**src/rtl/onehot_grant_decoder.sv**
```systemverilog
`default_nettype none
// ============================================================================
// Module   : onehot_grant_decoder
// Brief    : Buffers encoded indices in a small FIFO and issues them one at a
//            time as a registered one-hot grant, held until done is pulsed.
//            Optional all-zero gap between consecutive grants.
// Revision : 1.0 - initial release
// ============================================================================
module onehot_grant_decoder #(
  parameter int N_OUT = 8,
  parameter int IDX_W = 3,
  parameter int DEPTH = 4,
  parameter int GAP   = 1
) (
  input  logic                     clk,
  input  logic                     rst_n,
  input  logic                     in_valid,
  input  logic [IDX_W-1:0]         in_idx,
  output logic                     in_ready,
  output logic [N_OUT-1:0]         grant,
  output logic                     grant_valid,
  output logic [IDX_W-1:0]         grant_idx,
  input  logic                     done,
  output logic [$clog2(DEPTH):0]   count,
  output logic                     err_idx
);

  localparam int PTR_W  = $clog2(DEPTH);
  localparam int CNT_W  = PTR_W + 1;
  localparam int GCNT_W = (GAP > 1) ? $clog2(GAP) : 1;
  localparam logic [GCNT_W-1:0] GAP_LOAD  = (GAP > 0) ? GCNT_W'(GAP - 1) : '0;
  localparam logic [IDX_W:0]    N_OUT_LIM = (IDX_W + 1)'(N_OUT);
  localparam logic [CNT_W-1:0]  DEPTH_C   = CNT_W'(DEPTH);

  typedef enum logic [1:0] {
    IDLE  = 2'd0,
    GRANT = 2'd1,
    GAPW  = 2'd2
  } state_t;

  state_t              state;
  logic [GCNT_W-1:0]   gap_cnt;
  logic [IDX_W-1:0]    mem [DEPTH];
  logic [PTR_W-1:0]    wr_ptr;
  logic [PTR_W-1:0]    rd_ptr;

  logic                push;
  logic                bad_idx;
  logic                store;
  logic                pop;
  logic                has_entry;
  logic [IDX_W-1:0]    head;

  // Decode an index into a one-hot vector; out-of-range indices never reach here.
  function automatic logic [N_OUT-1:0] decode(input logic [IDX_W-1:0] idx);
    logic [N_OUT-1:0] v;
    v = '0;
    for (int i = 0; i < N_OUT; i++) begin
      v[i] = (idx == IDX_W'(i));
    end
    return v;
  endfunction

  // Readiness depends only on occupancy, so a same-cycle pop never frees a slot.
  assign in_ready  = (count < DEPTH_C);
  assign push      = in_valid && in_ready;
  assign bad_idx   = ({1'b0, in_idx} >= N_OUT_LIM);
  assign store     = push && !bad_idx;
  assign has_entry = (count != '0);
  assign head      = mem[rd_ptr];
  // Pops happen when IDLE loads a grant, or when a back-to-back reload occurs (GAP==0).
  assign pop       = ((state == IDLE) && has_entry) ||
                     ((state == GRANT) && done && (GAP == 0) && has_entry);

  // FIFO storage; data needs no reset since count guards every read.
  always_ff @(posedge clk) begin
    if (store) begin
      mem[wr_ptr] <= in_idx;
    end
  end

  // FIFO pointers and occupancy; pointers wrap naturally at power-of-2 depth.
  always_ff @(posedge clk) begin
    if (!rst_n) begin
      wr_ptr <= '0;
      rd_ptr <= '0;
      count  <= '0;
    end else begin
      if (store) wr_ptr <= wr_ptr + PTR_W'(1);
      if (pop)   rd_ptr <= rd_ptr + PTR_W'(1);
      case ({store, pop})
        2'b10:   count <= count + CNT_W'(1);
        2'b01:   count <= count - CNT_W'(1);
        default: count <= count;
      endcase
    end
  end

  // Grant sequencer with registered grant, grant_valid, grant_idx and err_idx.
  always_ff @(posedge clk) begin
    if (!rst_n) begin
      state       <= IDLE;
      grant       <= '0;
      grant_valid <= 1'b0;
      grant_idx   <= '0;
      gap_cnt     <= '0;
      err_idx     <= 1'b0;
    end else begin
      err_idx <= push && bad_idx;
      case (state)
        IDLE: begin
          if (has_entry) begin
            grant       <= decode(head);
            grant_idx   <= head;
            grant_valid <= 1'b1;
            state       <= GRANT;
          end
        end
        GRANT: begin
          if (done) begin
            if (GAP > 0) begin
              grant       <= '0;
              grant_idx   <= '0;
              grant_valid <= 1'b0;
              gap_cnt     <= GAP_LOAD;
              state       <= GAPW;
            end else if (has_entry) begin
              grant       <= decode(head);
              grant_idx   <= head;
              grant_valid <= 1'b1;
            end else begin
              grant       <= '0;
              grant_idx   <= '0;
              grant_valid <= 1'b0;
              state       <= IDLE;
            end
          end
        end
        GAPW: begin
          if (gap_cnt == '0) begin
            state <= IDLE;
          end else begin
            gap_cnt <= gap_cnt - GCNT_W'(1);
          end
        end
        default: begin
          grant       <= '0;
          grant_idx   <= '0;
          grant_valid <= 1'b0;
          state       <= IDLE;
        end
      endcase
    end
  end

endmodule
`default_nettype wire

```
**config.mk**
```make
export PLATFORM = sky130hd
export DESIGN_NAME = onehot_grant_decoder
export DESIGN_NICKNAME = d
export VERILOG_FILES = /design/src/rtl/onehot_grant_decoder.sv
export SDC_FILE = /design/constraint.sdc
export NUM_CORES = 1
export LEC_CHECK = 0
export ABC_CLOCK_PERIOD_IN_PS = 1900
export CORE_ASPECT_RATIO = 2
export CORE_MARGIN = 2
export CORE_UTILIZATION = 45
export DETAILED_ROUTE_END_ITERATION = 8
export GPL_TIMING_DRIVEN = 0
export HOLD_SLACK_MARGIN = 0.12
export PLACE_DENSITY = 0.84
export SLEW_MARGIN = 30
export SYNTH_ARGS = -nofsm -noshare
export SYNTH_HDL_FRONTEND = slang
export SYNTH_SLANG_ARGS = --single-unit
```
**constraint.sdc**
```tcl
create_clock -name clk -period 1.9 [get_ports clk]
set_input_delay 0.38 -clock clk [delete_from_list [all_inputs] [get_ports clk]]
set_output_delay 0.38 -clock clk [all_outputs]
set_load 0.05 [all_outputs]
```
==> key figures <==
Outcome
  • Outcome: finished, violations left
  • Failing checks: setup timing

STA
  • Slew Limit Headroom: 64.7%
  • RSZ-0062 raised after global routing: yes
  • Fin. max-slew vios: 0
  • Slew @ Worst Pin: 0.525 ns
  • Final setup fails: 1
  • Final period util: 100%
  • Endpoints failing hold: 0
  • Setup TNS: -0.00889 ns
  • Final worst slack: -0.00889 ns
  • Minimum clock period: 1.91 ns
  • Clk_skew: 0.00537 ns
  • Achievable clock frequency: 524 MHz
  • Final hold slack: 0.458 ns

Placement
  • Routability congestion estimate: 0.804
  • I/O Buffers: 22
  • Dpl hpwl: 2080 um
  • Placed cell area: 1730 um^2

Cells and area
  • Nets: 159
  • Share of cells above drive strength 1: 23.1%
  • Synth-to-layout area growth: 32.2%
  • Filler cell count: 241
  • Antenna cells: 0
  • Post-route cell area: 1920 um^2

GRT
  • Initial antenna violation count: 0
  • Busiest layer in global routing: met2
  • Global Route met3 Usage: 4.52%
  • Vias in the first global route: 1013
  • First-pass GRT wire length: 4510 um
  • Largest net degree at the start of global routing: 13
  • Total track usage: 17.3%
  • Total grt overflow: 0
  • Met2 Use GR: 31.4%
  • Met1 Use GR: 14.7%

Worst setup path
  • Crit path launch type: flip-flop
  • CP dominant cell by count: nor3_4
  • CP arrival: 2.13 ns
  • Critical Path RT: 2.12 ns
  • Critical-path cell list: nor3_4 -> nor3_4 -> ha_2 -> inv_2 -> fa_2 -> xor2_1 -> or3_1 -> a21oi_2
  • Worst path depth: 8
  • Critical path's slowest cell: dfxtp_4
  • CP max FO: 5
  • Crit path kind: reg2reg
  • CP endpoint kind: flip-flop
  • Max incr delay on CP: 0.38 ns
  • R2r worst-path depth: 8
  • Crit path buffers/inverters: 1
  • CP top delay family: simple AND/OR/NAND/NOR gates

CTS
  • TritonCTS Buffers: 5
  • Sink Count: 35
  • Maximum clock insertion buffer count: 2
  • H-tree Lvls: 2
  • Later-pin clock latency in the skew report: 0.29 ns
  • CTS root buf: clkbuf_8
  • Worst-path clk slew: 0.07 ns
  • TritonCTS clock tree: done

Yosys
  • Area share of the largest cell type after synthesis: 31.8%
  • Synth top area cells: dfxtp_1 32%, edfxtp_1 25%, ha_1 4.3%
  • Ys async rst share: 0%
  • Cell taking the most area after synthesis: dfxtp_1
  • Most common cell in the synthesized netlist: dfxtp_1
  • Unique masters post-synth: 38
  • Seq cells post-synth: 35
  • Post-synth top flop: dfxtp_1
  • Syn_area_per_cell: 12.8 um^2
  • Post-synth EDFFs: 12
  • Yosys warnings: 0
  • Post-Syn Area: 1450 um^2
  • Post-Syn Nets: 126
  • Sequential-to-total area share from yosys stat: 56.6%
  • Mapped Cells: 113
  • Commonest cells post-synth: 23 x dfxtp_1, 12 x edfxtp_1, 10 x inv_1, 7 x nor2_1, 5 x ha_1

Die
  • Die Width: 44.1 um
  • Die height: 84.3 um
  • Core ar.: 3120 um^2
  • Ports: 24
  • Initial core utilization: 46.5%
  • Rows: 29
  • Die footprint: 3720 um^2

Detailed routing
  • Routed WL: 2760 um
  • WL per Instance: 15.5 um
  • ANT nets after route: 0
  • Vias: 979
  • Post-route DRC: 0
  • Initial DRT Pass Iterations: 4
  • DR iter-0 viols: 22
  • Vias per cell: 5.50

Job
  • Max-cap viol count: 0

Power
  • PwrDens: 1730 nW/um^2
  • P_leak: 0.726 nW
  • Max VDD drop: 1.05 mV

Min path
  • HP Class: reg2reg
  • Hold depth: 1
-- power breakdown --
part / total, mW / switching (mW) / internal, mW
clock network: 0.797 / 0.274 / 0.523
registers: 1.08 / 0.128 / 0.957
logic: 1.44 / 0.837 / 0.605
-- stage by stage --
| stage | setup slack, ns | total power, mW | std cells | util (%) |
|---|---|---|---|---|
| 6_report | -0.00889 | 3.32 | 178 | 61.4 |
| 4_1_cts | -0.00859 | 3.29 | 176 | 60.8 |
| 3_3_place_gp | -0.429 | 2.34 | 166 | 55.5 |
| 5_1_grt | -0.101 | 3.48 | 178 | 61.4 |
| 3_5_place_dp | -0.499 | 2.43 | 166 | 55.5 |
| 2_1_floorplan | 0.00483 | 2.05 | 113 | - |
-- cells by family after synthesis --
group                      share of synthesized area (%)
xor gates and xnor gates                            1.81
buffers and inverters                               5.09
muxes                                               6.56
adders and majority gates                           5.69
AOI/OAI and AO/OA                                   10.9
and+or+nand+nor                                     13.1
DFF                                                 56.6
other                                              0.259
-- cell type report --
type / count / area (um^2) / share of cell area [%]
flip-flops and latches: 35 / 832 / 43.4
multi-input cells: 64 / 583 / 30.4
repair buffers: 27 / 256 / 13.4
clock buffers: 5 / 68.8 / 3.59
clock inverters: 3 / 67.6 / 3.52
well taps: 31 / 38.8 / 2.02
inverters: 10 / 37.5 / 1.96
plain buffers: 3 / 32.5 / 1.70
-- sequential cells by signal (all words and copies together) (netlist names), named ones only --
register	count
rd_ptr	2
grant	8
grant_idx	3
mem	12
wr_ptr	2
state	2
grant_valid	1
count	3
-- final timing paths --
path / start / end / slack, ns
worst max register to register: count[1] / count[2] / -0.009
worst min register to register: grant_valid / grant_valid / 0.46
worst min-delay path: grant_valid / grant_valid / 0.46
worst max-delay path: count[1] / count[2] / -0.009
-- placed cells by master, fill, tap and decap left out, types with 2 or more instances in the layout --
cell type / netlist / routed
a22o_1: 4 / 4
inv_1: 10 / 8
dfxtp_4: 0 / 3
a32o_1: 4 / 4
or2b_2: 3 / 3
dfxtp_1: 23 / 20
nand2_1: 3 / 3
xor2_1: 2 / 2
clkdlybuf4s50_1: 0 / 21
and2_1: 4 / 4
ha_1: 5 / 4
mux4_1: 2 / 2
bufinv_16: 0 / 2
a21oi_1: 4 / 3
o21ai_0: 2 / 2
inv_2: 0 / 2
clkbuf_8: 1 / 6
edfxtp_1: 12 / 12
nor2_1: 7 / 7
mux2i_1: 2 / 2
buf_4: 1 / 6
nor3_4: 1 / 2
o2bb2ai_1: 3 / 3
-- worst register-to-register path: stages (launching register included) --
cell and delay, ns:
dfxtp_4 0.38, nor3_4 0.06, nor3_4 0.21, ha_2 0.23
inv_2 0.04, fa_2 0.33, xor2_1 0.16, or3_1 0.32
a21oi_2 0.12
-- timing repair --
action | CTS | global route
pin swaps | 4 | 1
hold buffers | 0 | 0
setup buffers | 3 | 2
gates resized for setup | 6 | 1
endpoints found under the setup margin | 2 | 3
-- metal layers --
metal  wire length [um]  part of all wire [%]  up-vias
met2               1630                    59       25
met1                898                    33      467
met4                136                   4.9        0
met5                  0                     0        -
met3                101                   3.7       13
li1                   -                     -      474
Note: power is estimated with default switching activity, not from simulation.
